--- config.mk ---
export PLATFORM = sky130hd
export DESIGN_NAME = cache_line_mover
export DESIGN_NICKNAME = d
export VERILOG_FILES = /design/src/rtl/cache_line_mover.sv
export SDC_FILE = /design/constraint.sdc
export NUM_CORES = 1
export LEC_CHECK = 0
export BUFFER_PORTS_ARGS = -buffer_cell sky130_fd_sc_hd__buf_2
export CAP_MARGIN = 20
export CORE_MARGIN = 1.5
export CORE_UTILIZATION = 38
export CTS_BUF_LIST = sky130_fd_sc_hd__clkbuf_2
export CTS_CLUSTER_SIZE = 12
export DETAILED_ROUTE_END_ITERATION = 8
export SYNTH_ARGS = -nofsm -noshare
export SYNTH_HDL_FRONTEND = slang
export SYNTH_SLANG_ARGS = --single-unit
export TNS_END_PERCENT = 50
--- constraint.sdc ---
create_clock -name CLK -period 2.7 [get_ports CLK]
set_input_delay 0.135 -clock CLK [delete_from_list [all_inputs] [get_ports CLK]]
set_output_delay 0.135 -clock CLK [all_outputs]
set_load 0.01 [all_outputs]
--- src/rtl/cache_line_mover.sv ---
// cache_line_mover: writes back a dirty victim line, then fills the missing line word by word through MainMemory
module cache_line_mover #(
  parameter int WORD_IDX_BITS = 2,
  parameter int ADDR_BITS     = 30
) (
  input  logic                                CLK,
  input  logic                                RST_N,
  input  logic                                REQ,
  input  logic                                REQ_DIRTY,
  input  logic [ADDR_BITS-WORD_IDX_BITS-1:0]  WB_LINE_ADDR,
  input  logic [ADDR_BITS-WORD_IDX_BITS-1:0]  FILL_LINE_ADDR,
  output logic [WORD_IDX_BITS-1:0]            WB_WORD_IDX,
  input  logic [31:0]                         WB_DATA,
  output logic                                FILL_WE,
  output logic [WORD_IDX_BITS-1:0]            FILL_WORD_IDX,
  output logic [31:0]                         FILL_DATA,
  output logic                                BUSY,
  output logic                                DONE,
  output logic                                MEM_RE,
  output logic                                MEM_WE,
  output logic [ADDR_BITS-1:0]                MEM_ADDR,
  output logic [31:0]                         MEM_DATA_IN,
  input  logic [31:0]                         MEM_DOUT,
  input  logic                                MEM_VALID
);
  localparam int LB = ADDR_BITS - WORD_IDX_BITS;
  localparam logic [WORD_IDX_BITS-1:0] W0 = '0;
  localparam logic [WORD_IDX_BITS-1:0] W1 = WORD_IDX_BITS'(1);
  typedef enum logic [2:0] {S_IDLE, S_WB_ACC, S_WB_GAP, S_FILL_ACC, S_FILL_GAP, S_DONE} state_t;
  state_t state_q, state_d;
  logic [WORD_IDX_BITS-1:0] cnt_q, cnt_d, cnt_inc, wb_idx_q, wb_idx_d, fill_idx_q, fill_idx_d;
  logic [LB-1:0] wb_line_q, wb_line_d, fill_line_q, fill_line_d;
  logic [ADDR_BITS-1:0] mem_addr_q, mem_addr_d;
  logic [31:0] mem_data_q, mem_data_d, fill_data_q, fill_data_d;
  logic mem_re_q, mem_re_d, mem_we_q, mem_we_d, fill_we_q, fill_we_d, busy_q, busy_d, done_q, done_d;
  logic last;
  assign cnt_inc = cnt_q + W1;
  assign last = &cnt_q;
  assign WB_WORD_IDX = wb_idx_q;
  assign FILL_WE = fill_we_q;
  assign FILL_WORD_IDX = fill_idx_q;
  assign FILL_DATA = fill_data_q;
  assign BUSY = busy_q;
  assign DONE = done_q;
  assign MEM_RE = mem_re_q;
  assign MEM_WE = mem_we_q;
  assign MEM_ADDR = mem_addr_q;
  assign MEM_DATA_IN = mem_data_q;
  // next-state and next-output logic; every output is computed here and registered below
  always_comb begin
    state_d = state_q;
    cnt_d = cnt_q;
    wb_line_d = wb_line_q;
    fill_line_d = fill_line_q;
    mem_re_d = mem_re_q;
    mem_we_d = mem_we_q;
    mem_addr_d = mem_addr_q;
    mem_data_d = mem_data_q;
    wb_idx_d = wb_idx_q;
    fill_we_d = 1'b0;
    fill_idx_d = fill_idx_q;
    fill_data_d = fill_data_q;
    busy_d = busy_q;
    done_d = 1'b0;
    case (state_q)
      S_IDLE: if (REQ) begin
        wb_line_d = WB_LINE_ADDR;
        fill_line_d = FILL_LINE_ADDR;
        cnt_d = W0;
        busy_d = 1'b1;
        state_d = REQ_DIRTY ? S_WB_ACC : S_FILL_ACC;
        mem_we_d = REQ_DIRTY;
        mem_re_d = !REQ_DIRTY;
        mem_addr_d = REQ_DIRTY ? {WB_LINE_ADDR, W0} : {FILL_LINE_ADDR, W0};
        mem_data_d = REQ_DIRTY ? WB_DATA : mem_data_q;
      end
      S_WB_ACC: if (MEM_VALID) begin
        state_d = S_WB_GAP;
        mem_we_d = 1'b0;
        wb_idx_d = cnt_inc;
      end
      S_WB_GAP: begin
        cnt_d = cnt_inc;
        state_d = last ? S_FILL_ACC : S_WB_ACC;
        mem_we_d = !last;
        mem_re_d = last;
        mem_addr_d = last ? {fill_line_q, W0} : {wb_line_q, cnt_inc};
        mem_data_d = last ? mem_data_q : WB_DATA;
      end
      S_FILL_ACC: if (MEM_VALID) begin
        state_d = S_FILL_GAP;
        mem_re_d = 1'b0;
        fill_we_d = 1'b1;
        fill_idx_d = cnt_q;
        fill_data_d = MEM_DOUT;
      end
      S_FILL_GAP: begin
        cnt_d = last ? cnt_q : cnt_inc;
        state_d = last ? S_DONE : S_FILL_ACC;
        mem_re_d = !last;
        mem_addr_d = last ? mem_addr_q : {fill_line_q, cnt_inc};
        done_d = last;
        busy_d = !last;
      end
      S_DONE: state_d = S_IDLE;
      default: state_d = S_IDLE;
    endcase
  end
  // state and output registers; async reset drops every output to zero at once
  always_ff @(posedge CLK or negedge RST_N) begin
    if (!RST_N) begin
      state_q <= S_IDLE;
      cnt_q <= '0;
      wb_line_q <= '0;
      fill_line_q <= '0;
      mem_re_q <= 1'b0;
      mem_we_q <= 1'b0;
      mem_addr_q <= '0;
      mem_data_q <= '0;
      wb_idx_q <= '0;
      fill_we_q <= 1'b0;
      fill_idx_q <= '0;
      fill_data_q <= '0;
      busy_q <= 1'b0;
      done_q <= 1'b0;
    end else begin
      state_q <= state_d;
      cnt_q <= cnt_d;
      wb_line_q <= wb_line_d;
      fill_line_q <= fill_line_d;
      mem_re_q <= mem_re_d;
      mem_we_q <= mem_we_d;
      mem_addr_q <= mem_addr_d;
      mem_data_q <= mem_data_d;
      wb_idx_q <= wb_idx_d;
      fill_we_q <= fill_we_d;
      fill_idx_q <= fill_idx_d;
      fill_data_q <= fill_data_d;
      busy_q <= busy_d;
      done_q <= done_d;
    end
  end
endmodule

After elaboration in Yosys (flattened, before gate mapping)
Cells that the tools add are included.
- add/subtract/negate cells: 1
- reductions and logical operators: 18
- equal/unequal tests: 10
- muxes and demuxes: 29
- operators by type and width (kind ; count):
    30-bit two-way mux ; 4
    32-bit two-way mux ; 3
    30-bit one-hot mux with 3 select lines ; 1
    32-bit one-hot mux with 2 select lines ; 1
    3-bit one-hot mux with 5 select lines ; 1
    3-bit two-way mux ; 4
    2-bit != test (second input constant) ; 6
    3-bit AND reduction ; 4
    2-bit AND reduction ; 5
    2-bit two-way mux ; 4
    1-bit two-way mux ; 7
    3-bit by 2-bit == test with 1-bit output (second input constant) ; 2
    2-bit one-hot mux with 3 select lines ; 1
    3-bit nonzero test ; 2
    1-bit one-hot mux with 4 select lines ; 1
    4-bit AND reduction ; 1
    2-bit nonzero test ; 2
    4-bit nonzero test ; 1
    3-bit by 1-bit == test with 1-bit output (second input constant) ; 1
    3-bit == test (second input constant) ; 1
    3-bit zero test ; 1
    1-bit one-hot mux with 3 select lines ; 1
    2-bit by 1-bit adder with 2-bit output (second input constant) ; 1
    1-bit zero test ; 2
    1-bit one-hot mux with 2 select lines ; 1
- register bits: 164
- word-level logic and storage cells: 72
- output and inout bits: 103
- input bits: 125

Longest topological paths before layout
- word-level depth: 3
- mapped depth: 7

Worst setup path before layout
No wires, ideal clock.
- kind: register -> register
- start point: register cnt_q[0]
- end point: register mem_data_q[10] (netlist: MEM_DATA_IN[10])
- slack: 0.775 ns
- required time: 2.575 ns
- setup time: 0.125 ns
- period minus slack after synthesis: 1.925 ns
- data arrival time: 1.800 ns
- path buffers: 2
- stages on the path, launching flop included: 7
- path through: dfrtp_1 ha_1 buf_2 nand2b_1 a211oi_4 buf_6 mux2_2
- word-level cells in the longest chain between the ends: 3
- ends and longest elaborated chain (item ; RTL line ; text):
    from (decl) ; 31 ; logic [WORD_IDX_BITS-1:0] cnt_q, cnt_d, cnt_inc, wb_idx_q, wb_idx_d, fill_idx_q, fill_idx_d;
    from (signal assigned) ; 128 ; cnt_q <= cnt_d;
    2-bit AND reduction ; 38 ; assign last = &cnt_q;
    2-bit != test (no source line) ; -- ;
    4-bit AND reduction (no source line) ; -- ;
    to (signal assigned) ; 134 ; mem_data_q <= mem_data_d;
    to (decl) ; 34 ; logic [31:0] mem_data_q, mem_data_d, fill_data_q, fill_data_d;
Every way passes these cells.
A chain may end at the register's enable or synchronous reset.

Worst setup path in the final report
- start point: register state_q[1]
- end point: register fill_idx_q[0] (netlist: FILL_WORD_IDX[0])
- word-level cells in the longest chain between the ends: 2
- ends and longest elaborated chain (item ; RTL line ; text):
    from (decl) ; 30 ; state_t state_q, state_d;
    from (signal assigned) ; 127 ; state_q <= state_d;
    3-bit by 2-bit == test with 1-bit output ; 65 ; case (state_q)
    2-bit AND reduction (no source line) ; -- ;
    to (signal assigned) ; 137 ; fill_idx_q <= fill_idx_d;
    to (decl) ; 31 ;
Every way passes these cells.

==> impl_metrics.env <==
export IMPL_pwr_share_clk=0.112
export IMPL_rsz0062_at_grt="no"
export IMPL_synth_distinct_cells=51
export IMPL_seq_area_frac_synth=0.539
export IMPL_antenna_found_initial=1
export IMPL_path_buf_inv=0
export IMPL_synth_warning_count=0
export IMPL_p_int_mw=6.50
export IMPL_grt_overflow=0
export IMPL_cp_required_ns=3.32
export IMPL_design_area_sq_um=10600
export IMPL_p_sw_frac=0.396
export IMPL_avgRoutedWirePerCell_microns=18.2
export IMPL_die_area_sq_um=20900
export IMPL_syn_area_sq_um=7620
export IMPL_grt_pass1_wl_mm=34.3
export IMPL_grt_util_all_layers=0.214
export IMPL_cts_sinks=164
export IMPL_max_freq_ghz=0.441
export IMPL_start_util=0.389
export IMPL_rows=51
export IMPL_hold_ws_ns=0.115
export IMPL_max_slew_margin_rel=0.448
export IMPL_status="finished, final reports clean"
export IMPL_path_clk_slew_ns=0.27
export IMPL_core_area_sq_um=19600
export IMPL_p_seq_frac=0.416
export IMPL_syn_to_final_growth_pct=38.8
export IMPL_slowest_stage="dfrtp_1"
export IMPL_hpwl_mm=14.1
export IMPL_slew_viol_final=0
export IMPL_grt_use_met2=0.385
export IMPL_clk_latency_ns=0.74
export IMPL_setup_viol=0
export IMPL_power_density_nw_per_um2=1020
export IMPL_pre_cts_ws_ns=0.446
export IMPL_p_sw_mw=4.26
export IMPL_drv_cap=0
export IMPL_synth_top_area_cell="dfrtp_1"
export IMPL_fin_tns_setup_ns=0
export IMPL_finalCriticalPeriod_ns=2.27
export IMPL_crit_type="register to register"
export IMPL_cts_resized=0
export IMPL_synth_area_leaders="dfrtp_1 (54%), mux2_2 (22%), mux2_1 (4.9%)"
export IMPL_nNetsFinal=1037
export IMPL_worst_pin_slew_ns=0.828
export IMPL_drt_wl_total_mm=21.7
export IMPL_io_buffers=227
export IMPL_dp_cells=1026
export IMPL_leakage_nw=4.66
export IMPL_crit_chain="nor2b_4 > nand3_4 > mux2_1"
export IMPL_grt_busiest_layer="met2"
export IMPL_synth_edf_count=0
export IMPL_fp_dieW_microns=145
export IMPL_stdcell_count=1190
export IMPL_synthArstFlopShare=1.00
export IMPL_cp_top_family="flip-flops"
export IMPL_startpoint_type="register"
export IMPL_drtIter0Drc=296
export IMPL_synth_seq_cells=164
export IMPL_grt_met3_usage=0.0437
export IMPL_io_pins=228
export IMPL_ant_nets=0
export IMPL_ctsRootBufferMaster="clkbuf_2"
export IMPL_place_gp_congestion=0.754
export IMPL_avgSynthCellArea_sq_um=13.5
export IMPL_hold_viol=0
export IMPL_p_comb_frac=0.472
export IMPL_clockBufferDepth=2
export IMPL_cp_data_arrival_time_ns=2.89
export IMPL_grt_start_max_net_pins=67
export IMPL_use_met1=0.249
export IMPL_critical_path_max_stage_delay_ns=0.93
export IMPL_ys_flop_type="dfrtp_1"
export IMPL_setup_ws_ns=0.434
export IMPL_yosysTopAreaCellShare=0.539
export IMPL_vdd_drop_max_mv=0.363
export IMPL_place_area_sq_um=9030
export IMPL_worst_path_max_fanout=36
export IMPL_post_cts_buffers=0
export IMPL_hp_class="input pin to register"
export IMPL_drive_above_1_share=0.481
export IMPL_endpoint_kind="register"
export IMPL_die_height_microns=145
export IMPL_avgViaCountPerCell=5.29
export IMPL_skew_ns=0.0350
export IMPL_post_route_period_util=0.839
export IMPL_cts_hold_buf=130
export IMPL_firstDrtPassIters=6
export IMPL_htree_num_levels=4
export IMPL_cts_buffers=17
export IMPL_synthCells=563
export IMPL_cts_tree="done"
export IMPL_remaining_drc_errors=0
export IMPL_synth_fp_nets=689
export IMPL_vias=6293
export IMPL_grt_pass1_vias=6720
## worst paths after layout
kind	end	depth (start not counted)	startpoint	slack, ns
setup / recovery	FILL_WORD_IDX[0]	3	state_q[1]	0.43
hold / removal	FILL_DATA[4]	3	MEM_DOUT[4]	0.12
setup reg to reg	FILL_WORD_IDX[0]	3	state_q[1]	0.43
hold reg to reg	MEM_WE	1	MEM_WE	0.51
max in group asynchronous	MEM_DATA_IN[16]	4	RST_N	1.83
min in group asynchronous	FILL_DATA[25]	4	RST_N	0.50
## Yosys cell counts, types with 3 or more instances
cell type,count
buf_4,6
mux2_1,33
a31oi_1,28
nor2_1,4
buf_2,18
inv_1,4
buf_6,7
dfrtp_1,164
a41oi_1,28
nand2b_1,3
o21ai_0,30
a22oi_1,28
mux2_2,147
clkbuf_1,18
## power groups by stage
stage	sequential (mW)	clock [mW]	combinational, mW
6_report	4.47	1.21	5.08
5_1_grt	4.64	1.38	5.53
4_1_cts	4.47	1.27	5.13
3_5_place_dp	4.53	0	4.95
3_3_place_gp	4.44	0	4.79
2_1_floorplan	4.65	0	3.00
## worst min-delay path, cell delays in order
cell,delay [ns]
dlygate4sd3_1,0.52
buf_2,0.09
mux2_1,0.10
## cells in the final DEF (no fill, tap or decap), drive strengths merged, types with 2 or more instances in the layout
cell / count
a211oi: 2
nand2b: 3
clkbuf: 18
clkinvlp: 4
a22oi: 28
a22o: 2
nor3b: 2
inv: 12
or2: 2
dfrtp: 164
dlygate4sd3: 130
mux2: 180
buf: 250
clkinv: 3
nor3: 3
and3: 2
nand3: 2
nand2: 2
a41oi: 28
mux2i: 2
a31oi: 28
a21oi: 2
nor2: 4
o21ai: 32
nor2b: 2
## cell type report
cell class | instances | area [sq um]
diodes | 1 | 2.50
clock buffers | 18 | 90.1
clock inverters | 14 | 119
fillers | 1686 | 9020
inverters | 5 | 18.8
multi-input cells | 343 | 3230
flip-flops and latches | 164 | 4100
well taps | 265 | 332
repair buffers | 380 | 2670
## metal layers
layer	part of all wire	routed length [microns]	vias up
met5	0	0	-
met2	0.53	11500	225
met3	0.049	1070	39
li1	-	-	2840
met1	0.40	8680	3189
met4	0.019	410	0
## cells by family (layout without fill, tap and decap cells)
group / after synthesis / in the layout / share of synthesized area
adders and majority gates: 1 / 1 / 0.00164
DFF: 164 / 164 / 0.539
other: 0 / 1 / 0
AOI/OAI and AO/OA: 131 / 131 / 0.124
buffers and inverters: 56 / 417 / 0.0404
and+or+nand+nor: 27 / 27 / 0.0248
muxes: 182 / 182 / 0.269
xor gates and xnor gates: 2 / 2 / 0.00230
## flip-flops by register name (all words and copies together) (netlist names)
name           flops
MEM_DATA_IN       32
BUSY               1
state_q            3
FILL_WE            1
fill_line_q       28
MEM_RE             1
cnt_q              2
FILL_DATA         32
WB_WORD_IDX        2
MEM_WE             1
FILL_WORD_IDX      2
DONE               1
MEM_ADDR          30
wb_line_q         28
## per-stage QoR
stage | total power, mW | utilization
final | 10.8 | 0.540
after global routing | 11.6 | 0.540
after CTS | 10.9 | 0.539
after detailed placement | 9.48 | 0.461
after global placement | 9.23 | 0.461
after floorplan | 7.65 | -
No activity file was read; power rests on OpenSTA's default activity.
